## config.mk

```make
export PLATFORM = sky130hd
export DESIGN_NAME = alu_mb_seq
export DESIGN_NICKNAME = d
export VERILOG_FILES = /design/src/rtl/alu_pkg.sv /design/src/rtl/alu_mb_seq.sv
export SDC_FILE = /design/constraint.sdc
export NUM_CORES = 1
export LEC_CHECK = 0
export CAP_MARGIN = 10
export CORE_MARGIN = 1
export CORE_UTILIZATION = 57
export CTS_CLUSTER_DIAMETER = 50
export DETAILED_ROUTE_END_ITERATION = 8
export DONT_BUFFER_PORTS = 1
export GPL_TIMING_DRIVEN = 0
export PLACE_DENSITY = 0.75
export SYNTH_ARGS = -nofsm -noshare
export SYNTH_HDL_FRONTEND = slang
export SYNTH_SLANG_ARGS = --single-unit
```

## constraint.sdc

```tcl
create_clock -name clk -period 4.3 [get_ports clk]
set_input_delay 0.645 -clock clk [delete_from_list [all_inputs] [get_ports clk]]
set_output_delay 0.645 -clock clk [all_outputs]
set_load 0.01 [all_outputs]
```

## src/rtl/alu_pkg.sv

```systemverilog
`default_nettype none
// +---------------------------------------------------------------+
// | alu_pkg                                                       |
// | Shared ALU command encoding and sequencer state types.        |
// | Rev 1.0 - initial release                                     |
// +---------------------------------------------------------------+
package alu_pkg;

  typedef enum logic [3:0] {
    ADD  = 4'd0,
    LSH  = 4'd1,
    RSH  = 4'd2,
    MOV  = 4'd3,
    OR   = 4'd4,
    XOR  = 4'd5,
    AND  = 4'd6,
    ADDI = 4'd7
  } alu_cmd_t;

  typedef enum logic [1:0] {
    IDLE = 2'd0,
    RUN  = 2'd1,
    DONE = 2'd2
  } seq_state_t;

  // Commands whose carry/shift bit chains from one byte to the next.
  function automatic logic uses_carry(input alu_cmd_t cmd);
    return (cmd == ADD) || (cmd == LSH) || (cmd == RSH) || (cmd == ADDI);
  endfunction

endpackage
`default_nettype wire

```

## src/rtl/alu_mb_seq.sv

```systemverilog
`default_nettype none
// +---------------------------------------------------------------+
// | alu_mb_seq                                                    |
// | Issues one NBYTES-wide op to the external 8-bit ALU bytewise. |
// | Rev 1.0 - initial release                                     |
// +---------------------------------------------------------------+
module alu_mb_seq
  import alu_pkg::*;
#(
  parameter int NBYTES = 2
) (
  input  logic                clk,
  input  logic                reset,
  input  logic                start,
  input  logic [2:0]          op,
  input  logic [8*NBYTES-1:0] opA,
  input  logic [8*NBYTES-1:0] opB,
  input  logic                cin,
  output logic                busy,
  output logic                done,
  output logic [8*NBYTES-1:0] result,
  output logic                cout,
  output logic                zero,
  output logic                pari,
  output logic [3:0]          alu_cmd,
  output logic [7:0]          alu_inA,
  output logic [7:0]          alu_inB,
  output logic                alu_sc_i,
  input  logic [7:0]          alu_rslt,
  input  logic                alu_sc_o
);

  localparam int W  = 8 * NBYTES;
  localparam int CW = $clog2(NBYTES) + 1;
  localparam logic [CW-1:0] C_LAST = CW'(NBYTES - 1);

  seq_state_t    state_q, state_d;
  alu_cmd_t      op_q, op_d;
  logic [W-1:0]  a_q, a_d, b_q, b_d, work_q, work_d, result_q, result_d;
  logic [CW-1:0] idx_q, idx_d, cnt_q, cnt_d;
  logic          carry_q, carry_d, cout_q, cout_d, zero_q, zero_d, pari_q, pari_d;
  logic          w_chain;

  always_comb begin
    state_d  = state_q;
    op_d     = op_q;
    a_d      = a_q;
    b_d      = b_q;
    work_d   = work_q;
    result_d = result_q;
    idx_d    = idx_q;
    cnt_d    = cnt_q;
    carry_d  = carry_q;
    cout_d   = cout_q;
    zero_d   = zero_q;
    pari_d   = pari_q;
    alu_cmd  = 4'd0;
    alu_inA  = 8'd0;
    alu_inB  = 8'd0;
    alu_sc_i = 1'b0;
    w_chain  = uses_carry(op_q);

    case (state_q)
      IDLE, DONE: begin
        if (start) begin
          state_d = RUN;
          op_d    = alu_cmd_t'({1'b0, op});
          a_d     = opA;
          b_d     = opB;
          work_d  = '0;
          carry_d = cin;
          cnt_d   = '0;
          // Right shift walks from the MSB byte down so the shift-in enters at the top.
          idx_d   = (op == 3'd2) ? C_LAST : '0;
        end else if (state_q == DONE) begin
          state_d = IDLE;
        end
      end
      RUN: begin
        alu_cmd  = op_q;
        alu_inA  = a_q[int'(idx_q)*8 +: 8];
        alu_inB  = b_q[int'(idx_q)*8 +: 8];
        alu_sc_i = w_chain ? carry_q : 1'b0;
        work_d[int'(idx_q)*8 +: 8] = alu_rslt;
        carry_d  = w_chain ? alu_sc_o : 1'b0;
        cnt_d    = cnt_q + CW'(1);
        idx_d    = (op_q == RSH) ? idx_q - CW'(1) : idx_q + CW'(1);
        if (cnt_q == C_LAST) begin
          state_d  = DONE;
          result_d = work_d;
          cout_d   = carry_d;
          zero_d   = ~|work_d;
          pari_d   = ^work_d;
        end
      end
      default: state_d = IDLE;
    endcase
  end

  always_ff @(posedge clk) begin
    if (reset) begin
      state_q  <= IDLE;
      op_q     <= ADD;
      a_q      <= '0;
      b_q      <= '0;
      work_q   <= '0;
      result_q <= '0;
      idx_q    <= '0;
      cnt_q    <= '0;
      carry_q  <= 1'b0;
      cout_q   <= 1'b0;
      zero_q   <= 1'b0;
      pari_q   <= 1'b0;
    end else begin
      state_q  <= state_d;
      op_q     <= op_d;
      a_q      <= a_d;
      b_q      <= b_d;
      work_q   <= work_d;
      result_q <= result_d;
      idx_q    <= idx_d;
      cnt_q    <= cnt_d;
      carry_q  <= carry_d;
      cout_q   <= cout_d;
      zero_q   <= zero_d;
      pari_q   <= pari_d;
    end
  end

  assign busy   = (state_q == RUN);
  assign done   = (state_q == DONE);
  assign result = result_q;
  assign cout   = cout_q;
  assign zero   = zero_q;
  assign pari   = pari_q;

endmodule
`default_nettype wire

```

==> results of run 1 <==
## critical path, cell delays in order, from the launching register on
cell	delay, ps
dfxtp_1	390
buf_1	530
inv_1	190
ha_1	370
nor2_1	390
a31oi_1	310
xor2_1	230
xnor2_1	240
xnor2_1	170
xnor2_1	100
a211oi_2	200
## state kept, by name (all words and copies together), names as in the netlist
signal   count
state_q      2
pari         1
zero         1
idx_q        2
op_q         3
cout         1
result      16
b_q         16
work_q      16
cnt_q        2
a_q         16
carry_q      1
## area by class of cell
cell class              instances  share of cell area
plain buffers                  33              0.0359
clock buffers                  13              0.0426
clock inverters                 3              0.0118
inverters                       4             0.00403
multi-input cells             323               0.468
flip-flops and latches         77               0.414
well taps                      72              0.0242
## cell families (layout without fill, tap and decap cells)
kind of cell,after synthesis,in the layout
other,1,1
AOI/OAI and AO/OA,91,91
adders and majority gates,4,4
and+or+nand+nor,193,193
xor gates and xnor gates,17,17
buffers and inverters,37,53
muxes,17,17
DFF,77,77
## cells in the mapped netlist (2+ instances only)
cell,number,area share
nand2_1,76,0.083
nand3_1,3,0.0044
a21oi_1,56,0.082
ha_1,4,0.015
xnor2_1,13,0.033
a31oi_1,11,0.020
mux2i_1,17,0.050
nor2_1,83,0.091
clkbuf_1,27,0.030
and3_1,2,0.0036
nor2b_1,17,0.031
and2_1,4,0.0073
nand2b_1,2,0.0036
inv_1,4,0.0044
buf_1,2,0.0022
xor2_1,4,0.010
buf_4,2,0.0044
dfxtp_1,77,0.45
nand4_1,2,0.0036
a31oi_2,2,0.0073
buf_2,2,0.0029
a211oi_1,15,0.033
## stage by stage
step	worst slack, ps	area (µm²)	util
2_1_floorplan	1620	3430	-
3_3_place_gp	1230	3520	0.625
3_5_place_dp	1140	3520	0.625
4_1_cts	1110	3730	0.660
5_1_grt	820	3730	0.660
6_report	1100	3730	0.660
## metal layers
layer | up-vias | global-route usage | part of all wire
li1 | 1467 | - | -
met1 | 1329 | 0.321 | 0.43
met2 | 87 | 0.421 | 0.47
met3 | 14 | 0.0880 | 0.082
met4 | 0 | 0.124 | 0.020
met5 | - | 0 | 0
## power groups by stage
stage	Combinational [mW]	Clock [mW]	Sequential, mW
after CTS	0.258	0.574	0.771
final	0.256	0.562	0.771
after floorplan	0.207	0	0.782
after detailed placement	0.257	0	0.788
after global routing	0.286	0.602	0.776
after global placement	0.250	0	0.786
## worst max-delay path by stage
stage / from / to / slack, ps / cells after the start
2_1_floorplan: idx_q[0] / pari / 1620 / 11
3_3_place_gp: idx_q[0] / pari / 1230 / 11
4_1_cts: idx_q[0] / pari / 1110 / 11
3_5_place_dp: idx_q[0] / pari / 1140 / 10
5_1_grt: idx_q[0] / pari / 820 / 11
6_report: idx_q[0] / pari / 1100 / 10
==> flow_summary.yaml, run 1 <==
min_path:
  min_path_type: "input port to flip-flop"
  hold_end: "b_q[15]"
  min-delay-start: "opB[15]"
  hold_depth: 2
die:
  die_x_um: 79.6
  initial_core_util: 0.609
  core-area_um2: 5640
  die_h_um: 79.6
  fp.dieArea_um2: 6340
  num_rows: 27
  io_pins: 90
route:
  ant_nets: 0
  first_pass_iters: 4
  avgViaCountPerCell: 5.52
  drt_iter0_drc: 172
  vias: 2897
  wl_per_cell_um: 14.8
  wl_mm: 7.77
  drc: 0
global_routing:
  grt_pass1_vias: 2786
  grt_pass1_wl_mm: 12.8
  grt_usage: 0.265
  overflow: 0
  grt_start_max_net_pins: 13
  grt_antenna_before_repair: 0
clocking:
  h-tree-depth: 3
  clk_pin_slew_ps: 80
  clock_sinks: 77
  cts_resized: 0
  cts_tree: "done"
  clk_latency_ps: 350
  cts_setup_buffers: 0
  root_buffer: "clkbuf_8"
  numCtsBuffers: 9
  clockBufferDepth: 2
  ctsHoldBuffers: 0
synth:
  synthMuxAreaShare: 0.0496
  synth-adder-area-share: 0.0146
  synth_warnings: 0
  ys_ff_latch: 77
  ys.flop_type: "dfxtp_1"
  netlist_instances: 437
  synth-compound-area-share: 0.163
  yosysUniqueCellTypes: 34
  synth_top_family_by_area: "simple AND/OR/NAND/NOR gates"
  seq_area_frac_synth: 0.449
  yosys.area_share.simple: 0.236
  yosys.area_share.xor_xnor: 0.0434
  netlist_area_um2: 3430
  synth_nets: 489
  synthArstFlopShare: 0
  synth_enable_flop_cells: 0
  synth.avg_cell_area_um2: 7.86
finish:
  layout_commonest_cell: "nor2_1"
  final_cells: 525
  fin_nets: 500
  multi_input_area_um2: 1740
  layout_common_cells: "nor2_1, dfxtp_1, nand2_1"
  drive_gt1_frac: 0.0486
  antenna_cells: 0
  fill_cells: 488
  area_delta_synth_final_pct: 8.53
  regArea_um2: 1540
critical_path:
  rrSetupSlack_ps: 1100
  critical_path_class: "flip-flop to flip-flop"
  cp_data_required_time_ps: 4580
  start_kind: "flip-flop"
  endpoint_kind: "flip-flop"
  cp.arrival_ps: 3470
  rr_worst_depth: 10
  rr_endpoint: "pari"
  reg2reg_from: "idx_q[0]"
  cp_max_fo: 10
power_and_ir_drop:
  p_clk_frac: 0.354
  switching_share: 0.281
  p_int_mw: 1.14
  power_density_nw_per_um2: 426
  p_leak_nw: 1.33
  total_power_mw: 1.59
  power.net_switching_uw: 446
  ir_drop_uv: 248
  combPwrFrac: 0.161
  p_seq_frac: 0.485
sta:
  finalSetupViolCount: 0
  fin_crit_sh: 0.744
  slew_viol_final: 0
  relSlewSlack: 0.530
  fin_skew_ps: 7.20
  setup_tns_ps: 0
  finalHoldViolCount: 0
  rsz0062_at_grt: "no"
  fin_crit_ps: 3200
  worstMarginPinSlew_ps: 706
  clock.fmax_ghz: 0.313
  whs_ps: 422
run_status:
  status: "complete, no violations"
placed_design:
  dp_hpwl_mm: 5.60
  place.gp.congestion: 0.841
  dp.cells: 509
  io_buffers: 0
run:
  maxCapViolations: 0
Power figures use the tool's default switching activity.
==> inputs of run 2 (changes only) <==
==> constraint.sdc (replaced) <==
create_clock -name clk -period 3.3 [get_ports clk]
set_input_delay 0.495 -clock clk [delete_from_list [all_inputs] [get_ports clk]]
set_output_delay 0.495 -clock clk [all_outputs]
set_load 0.01 [all_outputs]
==> flow_summary.yaml, run 2 (synthesized netlist as in run 1, its figures left out) <==
route:
  wl_mm: 7.78
  ant_nets: 0
  avgViaCountPerCell: 5.55
  drc: 0
  drt_iter0_drc: 173
  first_pass_iters: 4
  vias: 2914
  wl_per_cell_um: 14.8
power_and_ir_drop:
  switching_share: 0.280
  total_power_mw: 2.07
  power.net_switching_uw: 579
  p_clk_frac: 0.353
  p_int_mw: 1.49
  power_density_nw_per_um2: 555
  p_leak_nw: 1.33
  combPwrFrac: 0.162
  p_seq_frac: 0.486
  ir_drop_uv: 323
critical_path:
  path_cells: "clkbuf_2 > inv_1 > ha_1 > nor2_1 > a31oi_1 > xor2_1 > xnor2_1 > xnor2_1 > xnor2_1 > a211oi_2"
  cpMostUsedCell: "xnor2_1"
  cp.arrival_ps: 3170
  endpoint_kind: "flip-flop"
  critical_path_class: "flip-flop to flip-flop"
  slowest_stage: "dfxtp_1"
  cp_data_required_time_ps: 3570
  crit_family: "XOR/XNOR gates"
  critPathBufInv: 2
  cp_max_fo: 10
  slowest_delay_ps: 390
  start_kind: "flip-flop"
placed_design:
  dpl_worst_slack_ps: 142
  place_area_um2: 3520
  dp.cells: 509
  dp_hpwl_mm: 5.60
  io_buffers: 0
  place.gp.congestion: 0.841
sta:
  fin_crit_ps: 2900
  worst_slack_ps: 398
  whs_ps: 275
  worstMarginPinSlew_ps: 709
  setup_tns_ps: 0
  relSlewSlack: 0.527
  finalSetupViolCount: 0
  slew_viol_final: 0
  clock.fmax_ghz: 0.345
  finalHoldViolCount: 0
  rsz0062_at_grt: "no"
  fin_skew_ps: 7.34
  fin_crit_sh: 0.879
finish:
  antenna_cells: 0
  layout_common_cells: "nor2_1, dfxtp_1, nand2_1"
  area_delta_synth_final_pct: 8.56
  fill_cells: 487
  layout_commonest_cell: "nor2_1"
  drive_gt1_frac: 0.0508
  final_cells: 525
  post-route-util: 0.661
  fin_nets: 500
  design_area_um2: 3730
die:
  io_pins: 90
  die_x_um: 79.6
  core-area_um2: 5640
  die_h_um: 79.6
  num_rows: 27
  initial_core_util: 0.609
  fp.dieArea_um2: 6340
global_routing:
  grt_pass1_vias: 2786
  grt_start_max_net_pins: 13
  overflow: 0
  grt_antenna_before_repair: 0
  grt_usage: 0.265
  grt_pass1_wl_mm: 12.8
clocking:
  clk_latency_ps: 350
  numCtsBuffers: 9
  cts_resized: 0
  clockBufferDepth: 2
  clk_pin_slew_ps: 80
  root_buffer: "clkbuf_8"
  h-tree-depth: 3
  ctsHoldBuffers: 0
  cts_tree: "done"
  cts_setup_buffers: 0
  clock_sinks: 77
run_status:
  status: "complete, no violations"
run:
  maxCapViolations: 0
min_path:
  min_path_type: "input port to flip-flop"
-- run 2: layer usage --
metal | part of all wire | up-vias | GRT usage
met1 | 0.43 | 1338 | 0.321
met4 | 0.016 | 0 | 0.124
met5 | 0 | - | 0
li1 | - | 1465 | -
met3 | 0.079 | 11 | 0.0880
met2 | 0.47 | 100 | 0.421
-- run 2: worst paths after layout --
kind,start,slack (ps),cells past startpoint,to
max reg2reg,idx_q[0],400,10,pari
max,idx_q[0],400,10,pari
min,opA[5],280,2,a_q[5]
min reg2reg,b_q[14],460,2,b_q[14]
-- run 2: power groups by stage --
stage               clock network (mW)  registers, mW  logic, mW
floorplan                            0           1.02      0.270
global placement                     0           1.02      0.325
detailed placement                   0           1.03      0.335
CTS                              0.748           1.00      0.336
global route                     0.784           1.01      0.372
finish                           0.730           1.00      0.334
-- run 2: area by class of cell --
type / instances / area (µm²) / area share
multi-input combinational: 323 / 1740 / 0.468
clock inverter: 3 / 43.8 / 0.0117
clock buffer: 13 / 159 / 0.0426
buffer: 33 / 135 / 0.0363
inverter: 4 / 15.0 / 0.00403
sequential: 77 / 1540 / 0.414
tap: 72 / 90.1 / 0.0242
==> inputs of run 3 (changes only) <==
--- a/config.mk
+++ b/config.mk
@@ -6,7 +6,7 @@
 export NUM_CORES = 1
 export LEC_CHECK = 0
 export CAP_MARGIN = 10
-export CORE_MARGIN = 1
+export CORE_MARGIN = 8
 export CORE_UTILIZATION = 57
 export CTS_CLUSTER_DIAMETER = 50
 export DETAILED_ROUTE_END_ITERATION = 8
==> flow_summary.yaml, run 3 (synthesized netlist as in run 1, its figures left out) <==
die:
  core-area_um2: 5890
  die_x_um: 93.6
  fp.dieArea_um2: 8760
  initial_core_util: 0.583
  num_rows: 28
  io_pins: 90
  die_h_um: 93.6
route:
  first_pass_iters: 4
  drc: 0
  wl_mm: 8.52
  avgViaCountPerCell: 5.53
  vias: 2918
  wl_per_cell_um: 16.1
  drt_iter0_drc: 150
  ant_nets: 0
sta:
  fin_crit_ps: 2850
  slew_viol_final: 0
  rsz0062_at_grt: "no"
  worst_slack_ps: 446
  whs_ps: 268
  fin_crit_sh: 0.865
  fin_skew_ps: 11.4
  setup_tns_ps: 0
  worstMarginPinSlew_ps: 664
  finalHoldViolCount: 0
  clock.fmax_ghz: 0.350
  relSlewSlack: 0.557
  finalSetupViolCount: 0
critical_path:
  rrSetupSlack_ps: 450
  slowest_delay_ps: 420
  cp.arrival_ps: 3130
  slowest_stage: "nor2_1"
  endpoint_kind: "flip-flop"
  path_cells: "clkbuf_2 > inv_1 > ha_1 > nor2_1 > a31oi_1 > xnor2_1 > xnor2_1 > xnor2_1 > xnor2_1 > a211oi_2"
  critical_path_class: "flip-flop to flip-flop"
  cp_max_fo: 10
  start_kind: "flip-flop"
  cpMostUsedCell: "xnor2_1"
  cp_data_required_time_ps: 3570
placed_design:
  dpl_worst_slack_ps: 176
  io_buffers: 0
  dp_hpwl_mm: 6.28
  place_area_um2: 3530
  place.gp.congestion: 0.864
  dp.cells: 512
run_status:
  status: "complete, no violations"
finish:
  final_cells: 528
  design_area_um2: 3770
  layout_common_cells: "nor2_1, dfxtp_1, nand2_1"
  regArea_um2: 1540
  drive_gt1_frac: 0.0530
  post-route-util: 0.640
  fin_nets: 500
  layout_commonest_cell: "nor2_1"
  area_delta_synth_final_pct: 9.73
  multi_input_area_um2: 1740
  antenna_cells: 0
  fill_cells: 522
clocking:
  root_buffer: "clkbuf_8"
  clk_latency_ps: 350
  clockBufferDepth: 2
  clk_pin_slew_ps: 80
  numCtsBuffers: 9
  h-tree-depth: 3
  clock_sinks: 77
  cts_tree: "done"
  cts_setup_buffers: 0
global_routing:
  grt_pass1_vias: 2731
  grt_pass1_wl_mm: 13.4
  grt_antenna_before_repair: 0
  overflow: 0
  grt_usage: 0.193
  grt_start_max_net_pins: 14
run:
  maxCapViolations: 0
power_and_ir_drop:
  p_leak_nw: 1.34
  power_density_nw_per_um2: 582
  ir_drop_uv: 332
  total_power_mw: 2.19
min_path:
  min_path_type: "input port to flip-flop"
-- run 3: path summary, 6_finish.rpt --
path,startpoint,to,cells past startpoint
worst max-delay path,idx_q[0],pari,10
worst min-delay path,opA[13],a_q[13],2
worst max register to register,idx_q[0],pari,10
worst min register to register,a_q[2],a_q[2],2
-- run 3: report_power, final --
part	internal (mW)	total [mW]	switching (mW)
clock network	0.503	0.857	0.354
registers	0.975	1.00	0.0301
logic	0.122	0.331	0.209
-- run 3: repair_timing --
action / CTS / global route
hold buffers: 0 / 0
endpoints found under the setup margin: 0 / 1
gates resized for setup: 0 / 1
-- run 3: layout make-up --
class                   count  share of cell area
plain buffers              33              0.0359
clock buffers              10              0.0339
clock inverters             6              0.0296
inverters                   4             0.00399
multi-input cells         323               0.463
flip-flops and latches     77               0.409
well taps                  75              0.0249
-- run 3: critical path, delay by kind of cell, from the launching register on --
kind / cells / cell delay [ps]
and+or+nand+nor: 1 / 420
AOI/OAI and AO/OA: 2 / 500
xor gates and xnor gates: 4 / 670
buffers and inverters: 2 / 470
DFF: 1 / 390
adders and majority gates: 1 / 330
-- run 3: per-layer routing --
metal,wire (µm),GRT usage,part of all wire,up-vias
met5,0,0,0,-
met4,94,0.0687,0.011,0
met3,883,0.0849,0.10,10
met2,4120,0.327,0.48,86
met1,3420,0.209,0.40,1353
li1,-,-,-,1469
